[config.mk]
export PLATFORM = sky130hd
export DESIGN_NAME = wishbone_arbiter_nm
export DESIGN_NICKNAME = d
export VERILOG_FILES = /design/src/rtl/wishbone_arbiter_pkg.sv /design/src/rtl/rr_priority_picker.sv /design/src/rtl/wishbone_arbiter_nm.sv
export SDC_FILE = /design/constraint.sdc
export NUM_CORES = 1
export LEC_CHECK = 0
export BUFFER_PORTS_ARGS = -buffer_cell sky130_fd_sc_hd__buf_2
export CAP_MARGIN = 20
export CORE_AREA = 2 2 205 207
export CTS_CLUSTER_DIAMETER = 30
export CTS_CLUSTER_SIZE = 24
export DETAILED_ROUTE_END_ITERATION = 10
export DIE_AREA = 0 0 207 209
export SLEW_MARGIN = 20
export SYNTH_ARGS = -nofsm -noshare
export SYNTH_HDL_FRONTEND = slang
export SYNTH_SLANG_ARGS = --single-unit
[constraint.sdc]
create_clock -name clk -period 5 [get_ports clk]
set_clock_uncertainty 0.1 [all_clocks]
set_input_delay 0.25 -clock clk [delete_from_list [all_inputs] [get_ports clk]]
set_output_delay 0.25 -clock clk [all_outputs]
set_load 0.02 [all_outputs]
[src/rtl/wishbone_arbiter_pkg.sv]
// -----------------------------------------------------------------------------
// wishbone_arbiter_pkg
// Shared definitions for the N-master Wishbone arbiter:
//   - arb_state_t  : arbiter FSM encodings (ST_ABORT present only when the
//                    ack watchdog is compiled in via WB_ARB_TIMEOUT_EN)
//   - TIMEOUT_DATA : read data returned to a master whose cycle was aborted
//   - clog2()      : ceiling log2 for sizing index/counter fields
// Optional feature macro: WB_ARB_TIMEOUT_EN
// -----------------------------------------------------------------------------
package wishbone_arbiter_pkg;

  typedef enum logic [1:0] {
    ST_IDLE  = 2'd0,
    ST_BUSY  = 2'd1
`ifdef WB_ARB_TIMEOUT_EN
    ,
    ST_ABORT = 2'd2
`endif
  } arb_state_t;

  localparam logic [31:0] TIMEOUT_DATA = 32'hDEADBEEF;

  function automatic int clog2(input int value);
    int result;
    result = 0;
    while ((1 << result) < value) result++;
    return result;
  endfunction

endpackage

[src/rtl/rr_priority_picker.sv]
// -----------------------------------------------------------------------------
// rr_priority_picker
// Combinational rotating-priority picker. Searches the request vector upward
// from (i_last + 1) mod N, wrapping around, and returns the first requester
// found as a one-hot vector (all zero when nothing is requesting).
// Ports:
//   i_req   in  N      request vector, bit k = master k
//   i_last  in  IDX_W  index of the most recently granted master
//   o_pick  out N      one-hot winner
// -----------------------------------------------------------------------------
module rr_priority_picker
  import wishbone_arbiter_pkg::*;
#(
  parameter int N     = 4,
  parameter int IDX_W = clog2(N)
) (
  input  logic [N-1:0]     i_req,
  input  logic [IDX_W-1:0] i_last,
  output logic [N-1:0]     o_pick
);

  localparam int             SW  = IDX_W + 1;
  localparam logic [IDX_W:0] N_L = SW'(N);

  logic [IDX_W:0]   w_sum;
  logic [IDX_W-1:0] w_idx;
  logic             w_found;

  always_comb begin
    o_pick  = '0;
    w_sum   = '0;
    w_idx   = '0;
    w_found = 1'b0;
    // Offset 1..N visits every master once, ending on i_last itself, so a
    // lone requester that was just served can still be picked again.
    for (int off = 1; off <= N; off++) begin
      w_sum = {1'b0, i_last} + SW'(off);
      if (w_sum >= N_L) w_sum = w_sum - N_L;
      w_idx = w_sum[IDX_W-1:0];
      if (!w_found && i_req[w_idx]) begin
        o_pick[w_idx] = 1'b1;
        w_found       = 1'b1;
      end
    end
  end

endmodule

[src/rtl/wishbone_arbiter_nm.sv]
// -----------------------------------------------------------------------------
// wishbone_arbiter_nm
// Round-robin arbiter connecting NUM_MASTERS Wishbone masters to one slave.
// A grant is registered one edge after a request, held for the whole master
// cycle (bursts are never split) and released with one idle cycle before the
// next arbitration. Optional ack watchdog under macro WB_ARB_TIMEOUT_EN: a
// stalled strobe is aborted after TIMEOUT_CYCLES with a fake ack carrying
// TIMEOUT_DATA and a one-cycle o_timeout pulse.
// Ports (index k = master k, packed LSB-first):
//   clk, rst                  clock, synchronous active-high reset
//   i_m_we/stb/cyc [N]        master write enable, strobe, cycle
//   i_m_sel [4N], i_m_dat, i_m_adr   master byte select, write data, address
//   o_m_dat, o_m_ack, o_m_int master read data, ack, interrupt
//   o_s_we/stb/cyc/sel/dat/adr  slave-side request mirrored from the grantee
//   i_s_dat, i_s_ack, i_s_int slave response
//   o_grant [N]               one-hot current grant, zero when idle
//   o_timeout                 one-cycle watchdog pulse (0 without the macro)
// -----------------------------------------------------------------------------
module wishbone_arbiter_nm
  import wishbone_arbiter_pkg::*;
#(
  parameter int NUM_MASTERS    = 4,
  parameter int DATA_WIDTH     = 32,
  parameter int ADDR_WIDTH     = 32,
  parameter int TIMEOUT_CYCLES = 256
) (
  input  logic                               clk,
  input  logic                               rst,
  input  logic [NUM_MASTERS-1:0]             i_m_we,
  input  logic [NUM_MASTERS-1:0]             i_m_stb,
  input  logic [NUM_MASTERS-1:0]             i_m_cyc,
  input  logic [4*NUM_MASTERS-1:0]           i_m_sel,
  input  logic [DATA_WIDTH*NUM_MASTERS-1:0]  i_m_dat,
  input  logic [ADDR_WIDTH*NUM_MASTERS-1:0]  i_m_adr,
  output logic [DATA_WIDTH*NUM_MASTERS-1:0]  o_m_dat,
  output logic [NUM_MASTERS-1:0]             o_m_ack,
  output logic [NUM_MASTERS-1:0]             o_m_int,
  output logic                               o_s_we,
  output logic                               o_s_stb,
  output logic                               o_s_cyc,
  output logic [3:0]                         o_s_sel,
  output logic [DATA_WIDTH-1:0]              o_s_dat,
  output logic [ADDR_WIDTH-1:0]              o_s_adr,
  input  logic [DATA_WIDTH-1:0]              i_s_dat,
  input  logic                               i_s_ack,
  input  logic                               i_s_int,
  output logic [NUM_MASTERS-1:0]             o_grant,
  output logic                               o_timeout
);

  localparam int                    IDX_W       = clog2(NUM_MASTERS);
  localparam logic [DATA_WIDTH-1:0] W_ABORT_DAT = DATA_WIDTH'(TIMEOUT_DATA);

  arb_state_t             r_state, w_state_next;
  logic [NUM_MASTERS-1:0] r_grant, w_grant_next;
  logic [IDX_W-1:0]       r_gidx, w_gidx_next;
  logic [IDX_W-1:0]       r_last, w_last_next;
  logic [NUM_MASTERS-1:0] w_pick;
  logic [IDX_W-1:0]       w_pick_idx;
  logic                   w_busy;
  logic                   w_abort;
  logic                   w_cyc_granted;

  logic [3:0]            w_m_sel [NUM_MASTERS];
  logic [DATA_WIDTH-1:0] w_m_dat [NUM_MASTERS];
  logic [ADDR_WIDTH-1:0] w_m_adr [NUM_MASTERS];

  rr_priority_picker #(
    .N     (NUM_MASTERS),
    .IDX_W (IDX_W)
  ) u_picker (
    .i_req  (i_m_cyc),
    .i_last (r_last),
    .o_pick (w_pick)
  );

  always_comb begin
    w_pick_idx = '0;
    for (int k = 0; k < NUM_MASTERS; k++) begin
      if (w_pick[k]) w_pick_idx = IDX_W'(k);
    end
  end

  assign w_busy        = (r_state == ST_BUSY);
  assign w_cyc_granted = i_m_cyc[r_gidx];
  assign o_grant       = r_grant;

  // Per-master unpacking and return path. r_grant is one-hot, so only the
  // grantee can ever see a non-zero response. Ack is masked while rst is high
  // so a reset landing mid-burst never completes a beat.
  generate
    for (genvar gi = 0; gi < NUM_MASTERS; gi++) begin : g_master
      assign w_m_sel[gi] = i_m_sel[gi*4 +: 4];
      assign w_m_dat[gi] = i_m_dat[gi*DATA_WIDTH +: DATA_WIDTH];
      assign w_m_adr[gi] = i_m_adr[gi*ADDR_WIDTH +: ADDR_WIDTH];

      assign o_m_ack[gi] = r_grant[gi] & ~rst & ((w_busy & i_s_ack) | w_abort);
      assign o_m_int[gi] = r_grant[gi] & w_busy & i_s_int;
      assign o_m_dat[gi*DATA_WIDTH +: DATA_WIDTH] =
          !r_grant[gi] ? '0 :
          w_abort      ? W_ABORT_DAT :
          w_busy       ? i_s_dat : '0;
    end
  endgenerate

  // Slave side mirrors the grantee only in BUSY; ABORT and IDLE drive zeros.
  assign o_s_cyc = w_busy & i_m_cyc[r_gidx];
  assign o_s_stb = w_busy & i_m_stb[r_gidx];
  assign o_s_we  = w_busy & i_m_we[r_gidx];
  assign o_s_sel = w_busy ? w_m_sel[r_gidx] : 4'h0;
  assign o_s_dat = w_busy ? w_m_dat[r_gidx] : '0;
  assign o_s_adr = w_busy ? w_m_adr[r_gidx] : '0;

`ifdef WB_ARB_TIMEOUT_EN
  localparam int               CNT_W     = clog2(TIMEOUT_CYCLES + 1);
  localparam logic [CNT_W-1:0] WDOG_LAST = CNT_W'(TIMEOUT_CYCLES - 1);

  logic [CNT_W-1:0] r_wdog_cnt;
  logic             r_timeout;
  logic             w_wdog_hit;

  assign w_abort = (r_state == ST_ABORT);
  // Firing on the TIMEOUT_CYCLES-th stalled cycle lands ABORT exactly
  // TIMEOUT_CYCLES cycles after the strobe first appeared.
  assign w_wdog_hit = o_s_stb & ~i_s_ack & (r_wdog_cnt == WDOG_LAST);

  always_ff @(posedge clk) begin
    if (rst) begin
      r_wdog_cnt <= '0;
      r_timeout  <= 1'b0;
    end else begin
      r_wdog_cnt <= (o_s_stb & ~i_s_ack) ? r_wdog_cnt + 1'b1 : '0;
      r_timeout  <= (r_state == ST_BUSY) && (w_state_next == ST_ABORT);
    end
  end

  assign o_timeout = r_timeout;
`else
  logic w_unused;
  assign w_unused  = (TIMEOUT_CYCLES != 0);
  assign w_abort   = 1'b0;
  assign o_timeout = 1'b0;
`endif

  always_comb begin
    w_state_next = r_state;
    w_grant_next = r_grant;
    w_gidx_next  = r_gidx;
    w_last_next  = r_last;
    case (r_state)
      ST_IDLE: begin
        if (|i_m_cyc) begin
          w_state_next = ST_BUSY;
          w_grant_next = w_pick;
          w_gidx_next  = w_pick_idx;
        end
      end
      ST_BUSY: begin
        if (!w_cyc_granted) begin
          w_state_next = ST_IDLE;
          w_grant_next = '0;
          w_last_next  = r_gidx;
        end
`ifdef WB_ARB_TIMEOUT_EN
        else if (w_wdog_hit) begin
          w_state_next = ST_ABORT;
        end
`endif
      end
`ifdef WB_ARB_TIMEOUT_EN
      ST_ABORT: begin
        if (w_cyc_granted) begin
          w_state_next = ST_BUSY;
        end else begin
          w_state_next = ST_IDLE;
          w_grant_next = '0;
          w_last_next  = r_gidx;
        end
      end
`endif
      default: begin
        w_state_next = ST_IDLE;
        w_grant_next = '0;
      end
    endcase
  end

  always_ff @(posedge clk) begin
    if (rst) begin
      r_state <= ST_IDLE;
      r_grant <= '0;
      r_gidx  <= '0;
      r_last  <= IDX_W'(NUM_MASTERS - 1);
    end else begin
      r_state <= w_state_next;
      r_grant <= w_grant_next;
      r_gidx  <= w_gidx_next;
      r_last  <= w_last_next;
    end
  end

endmodule

-- Word level (Yosys, flattened, before mapping)
Index checks and enable logic that the tools add are counted.
- input port bits: 320
- output and inout port bits: 212
- bits in registers: 10
- logic and storage cells: 129
- equal/unequal tests: 3
- add/sub/neg operators: 8
- magnitude comparators: 14
- reduce and logical (&&, ||, !) cells: 15
- bitwise operators: 26
- muxes and demuxes: 59
- operator list (cell ; count):
    2-to-1 mux 32 bit ; 11
    binary-select mux 32 bit (select 2 bit) ; 2
    2-to-1 mux 4 bit ; 9
    bitwise AND 1 bit ; 20
    2-to-1 mux 2 bit ; 8
    greater-or-equal comparator 3 bit (second input constant) ; 5
    < comparator 2 x 3 -> 1 bit (second input constant) ; 5
    2-to-1 mux 1 bit ; 15
    binary-select mux 1 bit (select 2 bit) ; 7
    OR 4 bit ; 3
    binary-select mux 4 bit (select 2 bit) ; 1
    demux 1 bit (select 2 bit) ; 4
    greater-or-equal comparator 2 x 1 -> 1 bit (second input constant) ; 4
    one-hot mux 4 bit (2 select lines) ; 1
    subtractor 2 x 1 -> 2 bit (second input constant) ; 4
    logical AND 1 bit ; 7
    adder 2 x 2 -> 3 bit (second input constant) ; 2
    AND reduction 2 bit ; 3
    != test 2 bit (second input constant) ; 2
    one-hot mux 2 bit (2 select lines) ; 1
    OR reduction 4 bit ; 1
    adder 2 x 1 -> 3 bit (second input constant) ; 1
    adder 2 x 3 -> 3 bit (second input constant) ; 1
    zero test 1 bit ; 3
    4 further kinds ; 5

-- Longest topological paths before layout
- word-level depth: 18
- mapped depth: 8
- mapped depth without buffers: 7

-- Hierarchy
A second synthesis with hierarchy kept.
- cells, all modules: 418
- area total of the unflattened synthesis: 3943.8 µm²
- modules (own cells, without submodules) (module ; instances ; area each (µm²) ; cells each ; seq. area each (µm²)):
    wishbone_arbiter_nm ; 1 ; 3585.9 ; 380 ; 180.2
    rr_priority_picker ; 1 ; 357.8 ; 38 ; 0.0

-- Worst setup path after synthesis
No wires, ideal clock.
- path kind: flip-flop to flip-flop
- start: reg r_last[0]
- end: reg r_gidx[0]
- setup time: 136 ps
- data required time: 4764 ps
- cell stages (with the launch flop): 9
- period minus slack after synthesis: 2355 ps
- data arrival time: 2119 ps
- path slack: 2645 ps
- buffers on the path: 1
- cell sequence: dfxtp_1 > buf_6 > inv_1 > ha_1 > mux4_1 > nand2_1 > o21ai_0 > a2111oi_2 > o22ai_1
- cells in the longest elaborated chain, start to end: 18
- elaborated cells between the ends (all ways): 63
- classes of those cells: add/sub: 8; order compare: 12; mux: 30; bitwise: 3; reduce/logical: 10
- ends and longest elaborated chain (what ; RTL line ; source):
    start: declaration ; wishbone_arbiter_nm.sv:57 ; logic [IDX_W-1:0] r_last, w_last_next;
    start signal: assignment ; wishbone_arbiter_nm.sv:193 ; r_last <= IDX_W'(NUM_MASTERS - 1);
    start signal: assignment ; wishbone_arbiter_nm.sv:198 ; r_last <= w_last_next;
    parallel branches: the longest is 14 deep, another holds adder 2 x 1 -> 3 bit ; -- ;
    2-to-1 mux 4 bit * ; rr_priority_picker.sv:40 ; if (!w_found && i_req[w_idx]) begin
    2-to-1 mux 1 bit ; wishbone_arbiter_nm.sv:80 ; if (w_pick[k]) w_pick_idx = IDX_W'(k);
    2-to-1 mux 2 bit ; wishbone_arbiter_nm.sv:80 ;
    2-to-1 mux 2 bit * ; wishbone_arbiter_nm.sv:80 ;
    end signal: assignment ; wishbone_arbiter_nm.sv:197 ; r_gidx <= w_gidx_next;
    end: declaration ; wishbone_arbiter_nm.sv:56 ; logic [IDX_W-1:0] r_gidx, w_gidx_next;
Every way passes the cells marked *. The select of a mux whose other input is x is not followed.
A chain may end at the register's enable or synchronous reset.

-- Final worst setup path
Same ends and word-level chain as after synthesis.

==> key figures <==
Run status
  • Outcome: completed

Power
  • Pwr/cell area: 192 nW/um2
  • Int Power: between 600 and 700 uW
  • Power share of the combinational group: 76.7%
  • Sw frac: 48.7%
  • Switch Pwr: 665 uW
  • Clock power share: between 10% and 20%
  • Worst VDD drop: approximately 0.00015 V
  • Reg power frac: 13.2%
  • Lkg Pwr: 0.00412 uW

Global routing
  • Largest net degree at the start of global routing: 128
  • Number of global-route vias before repair: between 5k and 6k
  • Gr usage total: between 10% and 20%
  • Global route overflow: 0
  • Antenna violations before repair: 18
  • First-pass GRT wire length: 35.5 mm

Timing
  • Fin crit period: 2.76 ns
  • TNS Setup: 0 ns
  • Normalized max-slew margin: 39.7%
  • Final setup violation count: 0
  • Final Cycle Share: 55.2%
  • Fin. Hold Viols: 0
  • Hold_ws: around 0.29 ns
  • Unrepaired setup endpoints after global routing: no
  • Fmax: 362 MHz
  • Slew @ Worst Pin: 0.904 ns
  • Max-slew violations: 0

Die
  • Num rows: 75
  • Starting Density: about a tenth
  • Core area: 41300 um2
  • Die Area: 43300 um2
  • Die height: 209 um
  • Ports: 532
  • Die X: 207 um

Worst setup path
  • Slowest cell delay on critical path: 0.65 ns
  • CP Max Fanout: 16
  • Cell count along the critical path: 7
  • Crit Path Class: reg -> reg
  • Worst Setup End Kind: register
  • CP top delay family: compound AO/OA/AOI/OAI gates
  • Startpoint Class: register
  • Reg-to-Reg Start: r_last[0]
  • Cell-by-cell trace of the critical path: inv_1, ha_1, mux4_1, nand2_1, o21ai_0, a2111oi_2, o22ai_1
  • Buf/Inv on CP: 1
  • Reg2Reg Depth: 7
  • Worst path slowest cell: dfxtp_1
  • Worst endpoint required time: ~5 ns
  • Worst Setup SP: r_last[0]
  • CP arrival: 2.76 ns

Layout
  • Layout Utilization: 17.2%
  • Area of the multi-input gates: 3420 um2
  • FF+latch area: 196 um2
  • Share of layout cells above drive strength 1: 69.1%
  • P&R area growth vs syn: 84.3%
  • Nets: 1225
  • Fillers: 4701
  • Finished Layout Cells: 1448

Drt
  • DRC viols: 0
  • Routed len/inst: roughly 18 um
  • Drt via density: about 4
  • 1st-iter DRT viols: 392
  • DRT Pass-1 Iters: 5
  • Antenna viol nets, final: 0
  • Via count: slightly below 6k
  • Drt total wl: 25.7 mm

Clocking
  • CTS tree: yes
  • Worst skew pair latency: 0.23 ns
  • Clk sinks: 9
  • Root buffer cell: clkbuf_16
  • Num CTS Buffers: 3
  • Reg clk slew, reported paths: ~0.040 ns
  • Post CTS Setup Buffer Count: 0
  • Hold Buf Count CTS: 0
  • # H-tree levels: 1
  • CTS resizes: 0
  • Clk buf depth: 2

Synth
  • Most frequent cell after synthesis: and3_1
  • Mapped Cells: 415
  • Largest family of logic cells by synthesized area: multiplexers
  • Area share of and/or/nand/nor cells after synthesis: 37.4%
  • Mux cell area share after synthesis: 42.8%
  • Post-Synth Adder-Cell Area: 2.59%
  • Post-synth top flop: dfxtp_1
  • Async SR Flop Fraction: 0%
  • EDFF count, synth: 0
  • Post-Synth XOR/XNOR Area: 0%
  • Post-Syn Area per Cell: 9.30 um2
  • Yosys top cell by area: mux4_2
  • Ys Warns: 0
  • Yosys cell types: 39
  • Share of the synthesized area in the top cell type: 41.4%
  • Synth top area cells: mux4_2 41%, and3_1 21%, and2_1 11%
  • Synth top cells by count: 132 x and3_1, 71 x mux4_2, 70 x and2_1
  • Cell Area, Synth: roughly 3900 um2
  • Yosys reg bits: 9
  • Compound-Gate Fraction of Synth Area: between 5 and 6%
  • Synthesized Nets: 743
  • Sequential fraction of the synthesis area: 4.67%

Min path
  • Hold Path Origin: rst
  • Worst hold path type: in -> reg
  • WHS Path Cells: 2

Placement
  • DP Cell Count: 1431
  • IO buf count: 530
  • Hpwl dp: 22.3 mm
  • GPL Wtd Cong: 0.878

Flow run
  • Max cap viols: 0
## worst register-to-register path, cell delays in order (launching register included)
cell and delay, ns:
dfxtp_1 0.65, inv_1 0.20, ha_1 0.41, mux4_1 0.41
nand2_1 0.12, o21ai_0 0.11, a2111oi_2 0.50, o22ai_1 0.13
## registers in the layout, summed over array words and instances (netlist names)
name,flops
r_last,2
r_state,1
r_gidx,2
o_grant,4
## power by group through the flow
stage          clock [uW]  combinational (uW)  sequential, uW
5_1_grt               146                1120             190
3_5_place_dp            0                1060             183
2_1_floorplan           0                 725             102
3_3_place_gp            0                1050             176
6_report              138                1050             180
4_1_cts               140                1060             181
## cell type report
cell class              count  share of cell area (%)
multi-input cells         345                    48.1
inverters                   5                   0.264
clock buffers               4                    1.11
flip-flops and latches      9                    2.76
repair buffers            533                    37.8
diodes                     13                   0.458
well taps                 539                    9.48
## per-stage QoR
stage / total power (uW) / cell area (um2) / setup slack (ns)
finish: 1360 / 7110 / 2.24
global route: 1460 / 7100 / 2.06
CTS: 1380 / 7070 / 2.23
detailed placement: 1240 / 6990 / 2.29
global placement: 1230 / 6990 / 2.31
floorplan: 827 / 3860 / 2.65
## layer usage
layer	vias up	track usage [%]	part of all wire (%)
li1	2589	-	-
met1	2719	13.0	39
met2	424	19.3	49
met3	34	1.95	8.6
met4	4	3.28	2.9
met5	-	0	0.093
## cell families after synthesis
family	count (synthesis)
DFF	9
muxes	73
adders and majority gates	8
other	1
AOI/OAI and AO/OA	27
and+or+nand+nor	236
buffers and inverters	61
## final timing paths
kind	endpoint	slack, ns
max	r_gidx[0]	2.24
min	r_state[0]	0.29
max reg2reg	r_gidx[0]	2.24
min reg2reg	r_last[1]	0.61
## placed cells by master (no fill, tap or decap), drive strengths merged
master	instances
nor2b	1
a2111o	2
buf	533
conb	1
a2111oi	1
clkbuf	4
nor2	10
nand2	11
and2	70
mux4	73
o31ai	2
a21boi	2
and3	132
a311oi	1
o21ai	3
a22o	1
a211o	2
nand4b	3
nand2b	2
nand3	1
a222oi	1
diode	13
nand3b	1
a221oi	2
a31oi	2
a21oi	4
nor4b	2
a21o	2
inv	5
nor3	1
a211oi	1
dfxtp	9
nor4bb	1
o22ai	1
ha	8
or3b	1
Power figures use the tool's default switching activity.
